**src/rtl/sliced_add_sequencer_pkg.sv**
```systemverilog
// Shared definitions for the sliced adder sequencer: slice width, FSM states
// and the slice-index width helper.
package sliced_add_sequencer_pkg;

  localparam int SLICE_W = 5;

  typedef enum logic [1:0] {
    IDLE = 2'd0,
    RUN  = 2'd1,
    DONE = 2'd2
  } state_e;

  function automatic int idx_w(input int nslice);
    return (nslice > 1) ? $clog2(nslice) : 1;
  endfunction

endpackage

```
**src/rtl/sliced_add_sequencer_cla.sv**
```systemverilog
// Five-bit carry-lookahead adder with carry-in; the single slice adder that the
// sequencer time-shares across all operand slices.
module alt_carry_look_ahead_adder_cin_5 (
  input  logic [4:0] a_i,
  input  logic [4:0] b_i,
  input  logic       cin_i,
  output logic [4:0] sum_o,
  output logic       cout_o
);

  logic [4:0] g;
  logic [4:0] p;
  logic [5:0] c;

  assign g = a_i & b_i;
  assign p = a_i ^ b_i;

  // Every carry is flattened to generate/propagate terms of the slice inputs.
  assign c[0] = cin_i;
  assign c[1] = g[0] | (p[0] & cin_i);
  assign c[2] = g[1] | (p[1] & g[0]) | (p[1] & p[0] & cin_i);
  assign c[3] = g[2] | (p[2] & g[1]) | (p[2] & p[1] & g[0])
              | (p[2] & p[1] & p[0] & cin_i);
  assign c[4] = g[3] | (p[3] & g[2]) | (p[3] & p[2] & g[1])
              | (p[3] & p[2] & p[1] & g[0])
              | (p[3] & p[2] & p[1] & p[0] & cin_i);
  assign c[5] = g[4] | (p[4] & g[3]) | (p[4] & p[3] & g[2])
              | (p[4] & p[3] & p[2] & g[1])
              | (p[4] & p[3] & p[2] & p[1] & g[0])
              | (p[4] & p[3] & p[2] & p[1] & p[0] & cin_i);

  assign sum_o  = p ^ c[4:0];
  assign cout_o = c[5];

endmodule

```
**src/rtl/sliced_add_sequencer.sv**
```systemverilog
// Multi-cycle W-bit adder: one 5-bit CLA slice processes one operand slice per
// cycle. Define SLICED_ADD_SUB_EN to add the 'sub' port (adds ~B instead of B).
module sliced_add_sequencer
  import sliced_add_sequencer_pkg::*;
#(
  parameter int NSLICE = 4
) (
  input  logic                      clk,
  input  logic                      reset,
  input  logic                      start,
  input  logic [SLICE_W*NSLICE-1:0] A,
  input  logic [SLICE_W*NSLICE-1:0] B,
  input  logic                      cin,
`ifdef SLICED_ADD_SUB_EN
  input  logic                      sub,
`endif
  output logic                      busy,
  output logic                      done,
  output logic [SLICE_W*NSLICE-1:0] R,
  output logic                      cout,
  output logic                      ovf
);

  localparam int W  = SLICE_W * NSLICE;
  localparam int KW = idx_w(NSLICE);
  localparam logic [KW-1:0] K_LAST = KW'(NSLICE - 1);

  state_e       state_q, state_d;
  logic [KW-1:0] k_q, k_d;
  logic [W-1:0] a_q, a_d;
  logic [W-1:0] b_q, b_d;
  logic         c_q, c_d;
  logic [W-1:0] r_q, r_d;
  logic         cout_q, cout_d;
  logic         ovf_q, ovf_d;
  logic         done_q;

  logic [W-1:0]         b_in;
  logic [SLICE_W-1:0]   s_a, s_b, s_sum;
  logic                 s_cout;

`ifdef SLICED_ADD_SUB_EN
  assign b_in = sub ? ~B : B;
`else
  assign b_in = B;
`endif

  assign s_a = a_q[k_q*SLICE_W +: SLICE_W];
  assign s_b = b_q[k_q*SLICE_W +: SLICE_W];

  alt_carry_look_ahead_adder_cin_5 u_slice (
    .a_i    (s_a),
    .b_i    (s_b),
    .cin_i  (c_q),
    .sum_o  (s_sum),
    .cout_o (s_cout)
  );

  always_comb begin
    state_d = state_q;
    k_d     = k_q;
    a_d     = a_q;
    b_d     = b_q;
    c_d     = c_q;
    r_d     = r_q;
    cout_d  = cout_q;
    ovf_d   = ovf_q;
    unique case (state_q)
      IDLE, DONE: begin
        if (start) begin
          a_d     = A;
          b_d     = b_in;
          c_d     = cin;
          k_d     = '0;
          state_d = RUN;
        end else begin
          state_d = IDLE;
        end
      end
      RUN: begin
        r_d[k_q*SLICE_W +: SLICE_W] = s_sum;
        c_d = s_cout;
        k_d = k_q + 1'b1;
        if (k_q == K_LAST) begin
          k_d     = '0;
          cout_d  = s_cout;
          // The top slice's sum bit is the new sign of R.
          ovf_d   = (a_q[W-1] == b_q[W-1]) && (s_sum[SLICE_W-1] != a_q[W-1]);
          state_d = DONE;
        end
      end
      default: state_d = IDLE;
    endcase
  end

  always_ff @(posedge clk or posedge reset) begin
    if (reset) begin
      state_q <= IDLE;
      k_q     <= '0;
      a_q     <= '0;
      b_q     <= '0;
      c_q     <= 1'b0;
      r_q     <= '0;
      cout_q  <= 1'b0;
      ovf_q   <= 1'b0;
      done_q  <= 1'b0;
    end else begin
      state_q <= state_d;
      k_q     <= k_d;
      a_q     <= a_d;
      b_q     <= b_d;
      c_q     <= c_d;
      r_q     <= r_d;
      cout_q  <= cout_d;
      ovf_q   <= ovf_d;
      // Registered DONE marker: pulse lands one cycle after DONE is entered.
      done_q  <= (state_q == DONE);
    end
  end

  assign busy = (state_q == RUN);
  assign done = done_q;
  assign R    = r_q;
  assign cout = cout_q;
  assign ovf  = ovf_q;

endmodule
```
**config.mk**
```make
export PLATFORM = sky130hd
export DESIGN_NAME = sliced_add_sequencer
export DESIGN_NICKNAME = d
export VERILOG_FILES = /design/src/rtl/sliced_add_sequencer_pkg.sv /design/src/rtl/sliced_add_sequencer_cla.sv /design/src/rtl/sliced_add_sequencer.sv
export SDC_FILE = /design/constraint.sdc
export NUM_CORES = 1
export LEC_CHECK = 0
export CAP_MARGIN = 20
export CORE_MARGIN = 3
export CORE_UTILIZATION = 55
export CTS_CLUSTER_SIZE = 40
export DETAILED_ROUTE_END_ITERATION = 12
export PLACE_DENSITY_LB_ADDON = 0.2
export SLEW_MARGIN = 0
export SYNTH_ARGS = -nofsm -noshare
export SYNTH_HDL_FRONTEND = slang
export SYNTH_HIERARCHICAL = 1
export SYNTH_SLANG_ARGS = --single-unit
```
**constraint.sdc**
```tcl
create_clock -name clk -period 5.9 [get_ports clk]
set_input_delay 0.885 -clock clk [delete_from_list [all_inputs] [get_ports clk]]
set_output_delay 0.885 -clock clk [all_outputs]
set_load 0.005 [all_outputs]
```
# Yosys cells after proc, flatten, opt, wreduce, memory -nomap -nowiden
# Index checks and enable logic that the tools add are counted.
# classes
reduce_logical	7
eq_ne	7
shift	4
muxes	9
mul	1
bitwise	43
addsub	2
# ops
operator	n
$shiftx A20 B6 Y5	2
$neg A5 Y34	1
$shift A5 B34 Y20 const A	1
$shiftx A5 B34 Y20	1
$and A1 B1 Y1	25
$bwmux W20	1
$or A1 B1 Y1	15
$xor A5 B5 Y5	2
$pmux W2 S2	2
$mux W2	3
$reduce_and A2 Y1	3
$and A5 B5 Y5	1
$mul A2 B3 Y5 const B	1
$eq A2 B2 Y1 const B	2
$add A2 B1 Y2 const B	1
$eq A2 B1 Y1 const B	1
$logic_not A2 Y1	1
$mux W1	2
$ne A2 B1 Y1 const B	1
$ne A2 B2 Y1 const B	1
$pmux W1 S2	1
$reduce_bool A2 Y1	1
$reduce_or A2 Y1	1
$eq A1 B1 Y1	1
2 further kinds	2
# word_totals
reg_bits	68
word_cells	82

# Logic depth before layout (Yosys ltp)
# logic_depth
depth_word	11
mapped_depth	9
depth_no_buf	8

# By module
# Netlist, hierarchy kept.
# by_module_without_submodules
module	cells_per_inst	n_inst	area_each_um2	seq_area_each_um2
sliced_add_sequencer	300	1	3037.9	1701.6
alt_carry_look_ahead_adder_cin_5	24	1	203.9	0.0

# Worst setup path before layout
# No wires, ideal clock.
# synth_timing
path_kind	reg-to-reg
startpoint	register k_q[0]
endpoint	register ovf_q (netlist: ovf)
path_slack_ps	3034
stages_incl_launch_ff	9
synth_period_minus_slack_ps	2866
arrival_time_ps	2738
n_path_buf	1
required_time_ps	5772
path_cell_list	dfrtp_1 buf_6 mux4_2 ha_1 and3_1 a2111o_1 xor2_1 o22ai_1 mux2_1
# synth_via
elab_chain_cells	11
word_cells_on_any_way	21
# synth_rtl
item	line	source
start: declaration	sliced_add_sequencer.sv:29	logic [KW-1:0] k_q, k_d;
start signal: assignment	sliced_add_sequencer.sv:109	k_q <= k_d;
$mul A2 B3 Y5 (*)	sliced_add_sequencer.sv:48	assign s_a = a_q[k_q*SLICE_W +: SLICE_W];
$shiftx A20 B6 Y5 (*)	sliced_add_sequencer.sv:48	
via s_a[3]	sliced_add_sequencer.sv:39	logic [SLICE_W-1:0] s_a, s_b, s_sum;
$xor A5 B5 Y5	sliced_add_sequencer_cla.sv:16	assign p = a_i ^ b_i;
$and A1 B1 Y1 (on tied branches)	sliced_add_sequencer_cla.sv:24, sliced_add_sequencer_cla.sv:25, sliced_add_sequencer_cla.sv:26	
$or A1 B1 Y1, or another cell as far along (2 in a row)	sliced_add_sequencer_cla.sv:24	assign c[4] = g[3] | (p[3] & g[2]) | (p[3] & p[2] & g[1])
$or A1 B1 Y1 or $and A1 B1 Y1 (tied branches)	sliced_add_sequencer_cla.sv:25, sliced_add_sequencer_cla.sv:26	
$or A1 B1 Y1 (*)	sliced_add_sequencer_cla.sv:26	| (p[3] & p[2] & p[1] & p[0] & cin_i);
$xor A5 B5 Y5 (*)	sliced_add_sequencer_cla.sv:32	assign sum_o = p ^ c[4:0];
via s_sum[4]	sliced_add_sequencer.sv:39	
$ne A1 B1 Y1 (*)	sliced_add_sequencer.sv:88	ovf_d = (a_q[W-1] == b_q[W-1]) && (s_sum[SLICE_W-1] != a_q[W-1]);
$logic_and A1 B1 Y1 (*)	sliced_add_sequencer.sv:88	
end signal: assignment	sliced_add_sequencer.sv:115	ovf_q <= ovf_d;
end: declaration	sliced_add_sequencer.sv:35	logic ovf_q, ovf_d;
# Mark *: on every way through the listed nets, which the timed path passes. The rest lies on a longest branch.
# A chain may end at the register's enable or synchronous reset.

# Worst setup path in the final report
# Same ends and word-level chain as after synthesis.

==> summary.txt <==
Synthesis
  • Number of distinct library cells after synthesis: 39
  • Area share of the leading cell type in the synthesized netlist: 0.525
  • Share of the yosys chip area belonging to registers: 0.525
  • Number of warnings issued by yosys: 6
  • Post-synthesis average cell area: 10.0 um^2
  • Flop and latch count out of synthesis: 68
  • Top post-synthesis cells by area: sky130_fd_sc_hd__dfrtp_1 (52%), sky130_fd_sc_hd__nand2_1 (17%), sky130_fd_sc_hd__ha_1 (4.2%)
  • Nets in the synthesized netlist: 380
  • Number of cells produced by synthesis: 324
  • Most area-hungry cell type in the Yosys netlist: sky130_fd_sc_hd__dfrtp_1
  • Syn Std Cell Area: 3240 um^2

Detailed routing
  • Antenna violation net count after detailed routing: 0
  • Routed length on met3: 296 um
  • Detailed-route wire length per cell: 14.4 um
  • DRC violation total after the first TritonRoute iteration: 118
  • Total number of vias: 2,481
  • Detailed-route vias per instance: 5.30
  • Iteration count of the initial detailed-routing pass: 4
  • Uppermost signal routing layer after detailed routing: met4
  • Wire length on met2: 3470 um
  • Total length of routed wires: 6740 um
  • Wl on met1: 2880 um
  • DRC Markers: 0

Timing
  • Maximum clock skew at final layout: 5.93 ps
  • Shortest clock period the worst path allows after layout: 3310 ps
  • Final slew viol count: 0
  • Hold Vio Cnt, Final: 0
  • RSZ-0062 raised after global routing: false
  • Minimum hold slack: 471 ps
  • Final setup fails: 0
  • Actual slew at the worst max-slew pin: 861 ps
  • Final WS setup: 2590 ps
  • Upper clock frequency limit: 302 MHz
  • Final TNS setup: 0 ps
  • Relative slew slack: 0.426
  • Post-route clock period utilization: 0.562

CTS
  • Hold bufs inserted after CTS: 0
  • Total CTS buffers: 9
  • H-tree levels: 3
  • Post-CTS sizing: 0
  • Reg clk slew, reported paths: 70 ps
  • Worst-Skew Late Latency: 340 ps
  • CTS sink cnt: 68
  • Maximum root-to-sink buffer count: 2
  • Library cell used as clock root buffer: sky130_fd_sc_hd__clkbuf_8
  • Number of buffers added for setup after CTS: 0
  • TritonCTS clock tree: yes

Setup path
  • Worst setup path start: k_q[0]
  • Critical R2R Capture: ovf
  • WP data required: 6120 ps
  • Register-to-register path setup slack: 2590 ps
  • Critical Path End Type: flop
  • Kind of start point of the critical path: flop
  • Data arrival at the endpoint of the critical path: 3530 ps
  • Launching point of the worst reg2reg path: k_q[0]
  • End of the critical path: ovf
  • Crit Path Category: flop to flop
  • Worst reg2reg path depth: 8
  • Crit path max fanout: 18

Placed design
  • Post-detailed-placement half-perimeter wirelength: 4840 um
  • Gp weighted congestion: 0.805
  • IO buf count: 67
  • Worst setup slack before clock tree synthesis: 2230 ps
  • Post-Place Cell Area: 3930 um^2

Final layout
  • Number of fill cells in the layout: 420
  • Diode insertion count for antenna repair: 0
  • Non-Filler Cell Area, Final: 4150 um^2
  • Post-synthesis to final-layout area growth: 28.0%
  • Layout cell share with drive strength beyond 1: 0.0884
  • Total Nets Final: 448

Global routing
  • First-pass GRT wire length: 11,000 um
  • Total gr overflow: 0
  • Largest net degree at the start of global routing: 69
  • Total global-route track usage: 0.219
  • Vias in the first global route: 2,400
  • Antenna violations before repair: 0

Pwr
  • Leak pwr: 2.02 nW
  • Worst voltage drop across the vdd grid: 280 uV
  • Power density over the cells: 586 nW/um^2

Floorplan
  • Number of top-level pins: 68
  • Die ar.: 6850 um^2
  • Die span in x: 82.8 um
  • Std cell rows: 27
  • Vertical extent of the die: 82.8 um
  • Core area: 5610 um^2
  • Initial core utilization: 0.578

Flow run
  • Maximum capacitance violations: 0

Worst hold path
  • Instance count along the most critical hold path: 2
  • Path class of the lowest-slack min-delay path: flop to flop

Run status
  • Result of the run: complete, no violations
registers in the layout, indices dropped and copies added, names as in the netlist:
signal,cells
R,20
a_q,20
b_q,20
k_q,2
state_q,2
c_q,1
cout,1
done,1
ovf,1
layout make-up:
type	count	area, um^2	area share
sequential	68	1700	0.410
multi-input combinational	232	1410	0.340
timing repair buffer	71	721	0.174
clock buffer	14	183	0.0440
tap	72	90.1	0.0217
inverter	10	37.5	0.00905
clock inverter	1	5.00	0.00121
where the power goes:
group	switching (W)	leakage, nW	total, W	internal [W]
Sequential	0.000157	0.868	0.000824	0.000668
Combinational	0.000685	1.06	0.00125	0.000563
Clock	0.000165	0.0986	0.000360	0.000196
Total	0.00101	2.02	0.00243	0.00143
kinds of logic after synthesis:
kind of cell / after synthesis / synth area share
multiplexers: 12 / 0.0810
AND/OR/NAND/NOR: 172 / 0.227
flip-flops: 68 / 0.525
adder cells (fa/ha/maj): 12 / 0.0486
AO/OA/AOI/OAI: 32 / 0.0672
buffers and inverters: 24 / 0.0405
XOR/XNOR: 4 / 0.0108
Yosys cell counts:
cell                         n
sky130_fd_sc_hd__mux4_1      4
sky130_fd_sc_hd__nor4_4      1
sky130_fd_sc_hd__nand2b_4    1
sky130_fd_sc_hd__a211oi_1    1
sky130_fd_sc_hd__o21bai_1    1
sky130_fd_sc_hd__nor2b_1     2
sky130_fd_sc_hd__dfrtp_1    68
sky130_fd_sc_hd__o21ai_0    14
sky130_fd_sc_hd__o41ai_2     1
sky130_fd_sc_hd__o31ai_1     5
sky130_fd_sc_hd__inv_1       8
sky130_fd_sc_hd__nand3b_1    3
sky130_fd_sc_hd__mux4_2      6
sky130_fd_sc_hd__a21o_1      2
sky130_fd_sc_hd__xor2_1      2
sky130_fd_sc_hd__nand3_1     5
sky130_fd_sc_hd__clkbuf_2    1
sky130_fd_sc_hd__and2_2      1
sky130_fd_sc_hd__and2b_2     1
sky130_fd_sc_hd__a2111o_1    1
sky130_fd_sc_hd__a21oi_1     1
sky130_fd_sc_hd__mux2_1      2
sky130_fd_sc_hd__buf_6       1
sky130_fd_sc_hd__a22o_1      4
sky130_fd_sc_hd__nor2_1      2
sky130_fd_sc_hd__o22ai_1     2
sky130_fd_sc_hd__nand2_4     1
sky130_fd_sc_hd__nand2_1   147
sky130_fd_sc_hd__and3_1      2
sky130_fd_sc_hd__ha_1       11
sky130_fd_sc_hd__inv_2       2
sky130_fd_sc_hd__buf_12      1
sky130_fd_sc_hd__buf_4       1
sky130_fd_sc_hd__nand3b_2    1
sky130_fd_sc_hd__nor3_1      1
sky130_fd_sc_hd__xnor2_1     2
sky130_fd_sc_hd__fa_1        1
sky130_fd_sc_hd__nand2b_1    4
sky130_fd_sc_hd__buf_2      10
worst min-delay path by stage:
| stage | slack [ps] | end | startpoint |
|---|---|---|---|
| floorplan | 440 | a_q[14] | a_q[14] |
| global placement | 460 | a_q[14] | a_q[14] |
| detailed placement | 460 | b_q[13] | b_q[13] |
| CTS | 470 | b_q[13] | b_q[13] |
| global route | 500 | a_q[6] | a_q[6] |
| finish | 470 | b_q[13] | b_q[13] |
worst max-delay path: stages (launching register included):
cell	delay [ps]
sky130_fd_sc_hd__dfrtp_1	620
sky130_fd_sc_hd__buf_16	220
sky130_fd_sc_hd__mux4_2	530
sky130_fd_sc_hd__ha_1	370
sky130_fd_sc_hd__and3_1	220
sky130_fd_sc_hd__a2111o_1	450
sky130_fd_sc_hd__xor2_1	340
sky130_fd_sc_hd__o22ai_1	130
sky130_fd_sc_hd__mux2_1	310
metal layers:
metal / GRT usage / vias to the layer above
met5: 0 / -
met4: 0.0784 / 0
met3: 0.0464 / 9
met2: 0.393 / 58
met1: 0.258 / 1214
li1: - / 1200
metrics by stage:
step	util	power, W	cells
global route	0.740	0.00262	468
CTS	0.735	0.00242	467
floorplan	-	0.00167	324
global placement	0.701	0.00199	452
finish	0.740	0.00243	468
detailed placement	0.701	0.00205	452
layout by cell type, fill, tap and decap left out, drive strengths merged, types with 2 or more instances in the layout:
| master | instances |
|---|---|
| inv | 10 |
| xnor2 | 2 |
| clkdlybuf4s50 | 67 |
| nand3 | 5 |
| mux4 | 10 |
| dfrtp | 68 |
| o21ai | 14 |
| nor2 | 2 |
| o31ai | 5 |
| and3 | 2 |
| buf | 4 |
| mux2 | 2 |
| a21o | 2 |
| nand3b | 4 |
| ha | 11 |
| nand2 | 148 |
| nand2b | 5 |
| clkbuf | 14 |
| nor2b | 2 |
| xor2 | 2 |
| o22ai | 2 |
| a22o | 4 |
Power figures use the tool's default switching activity.
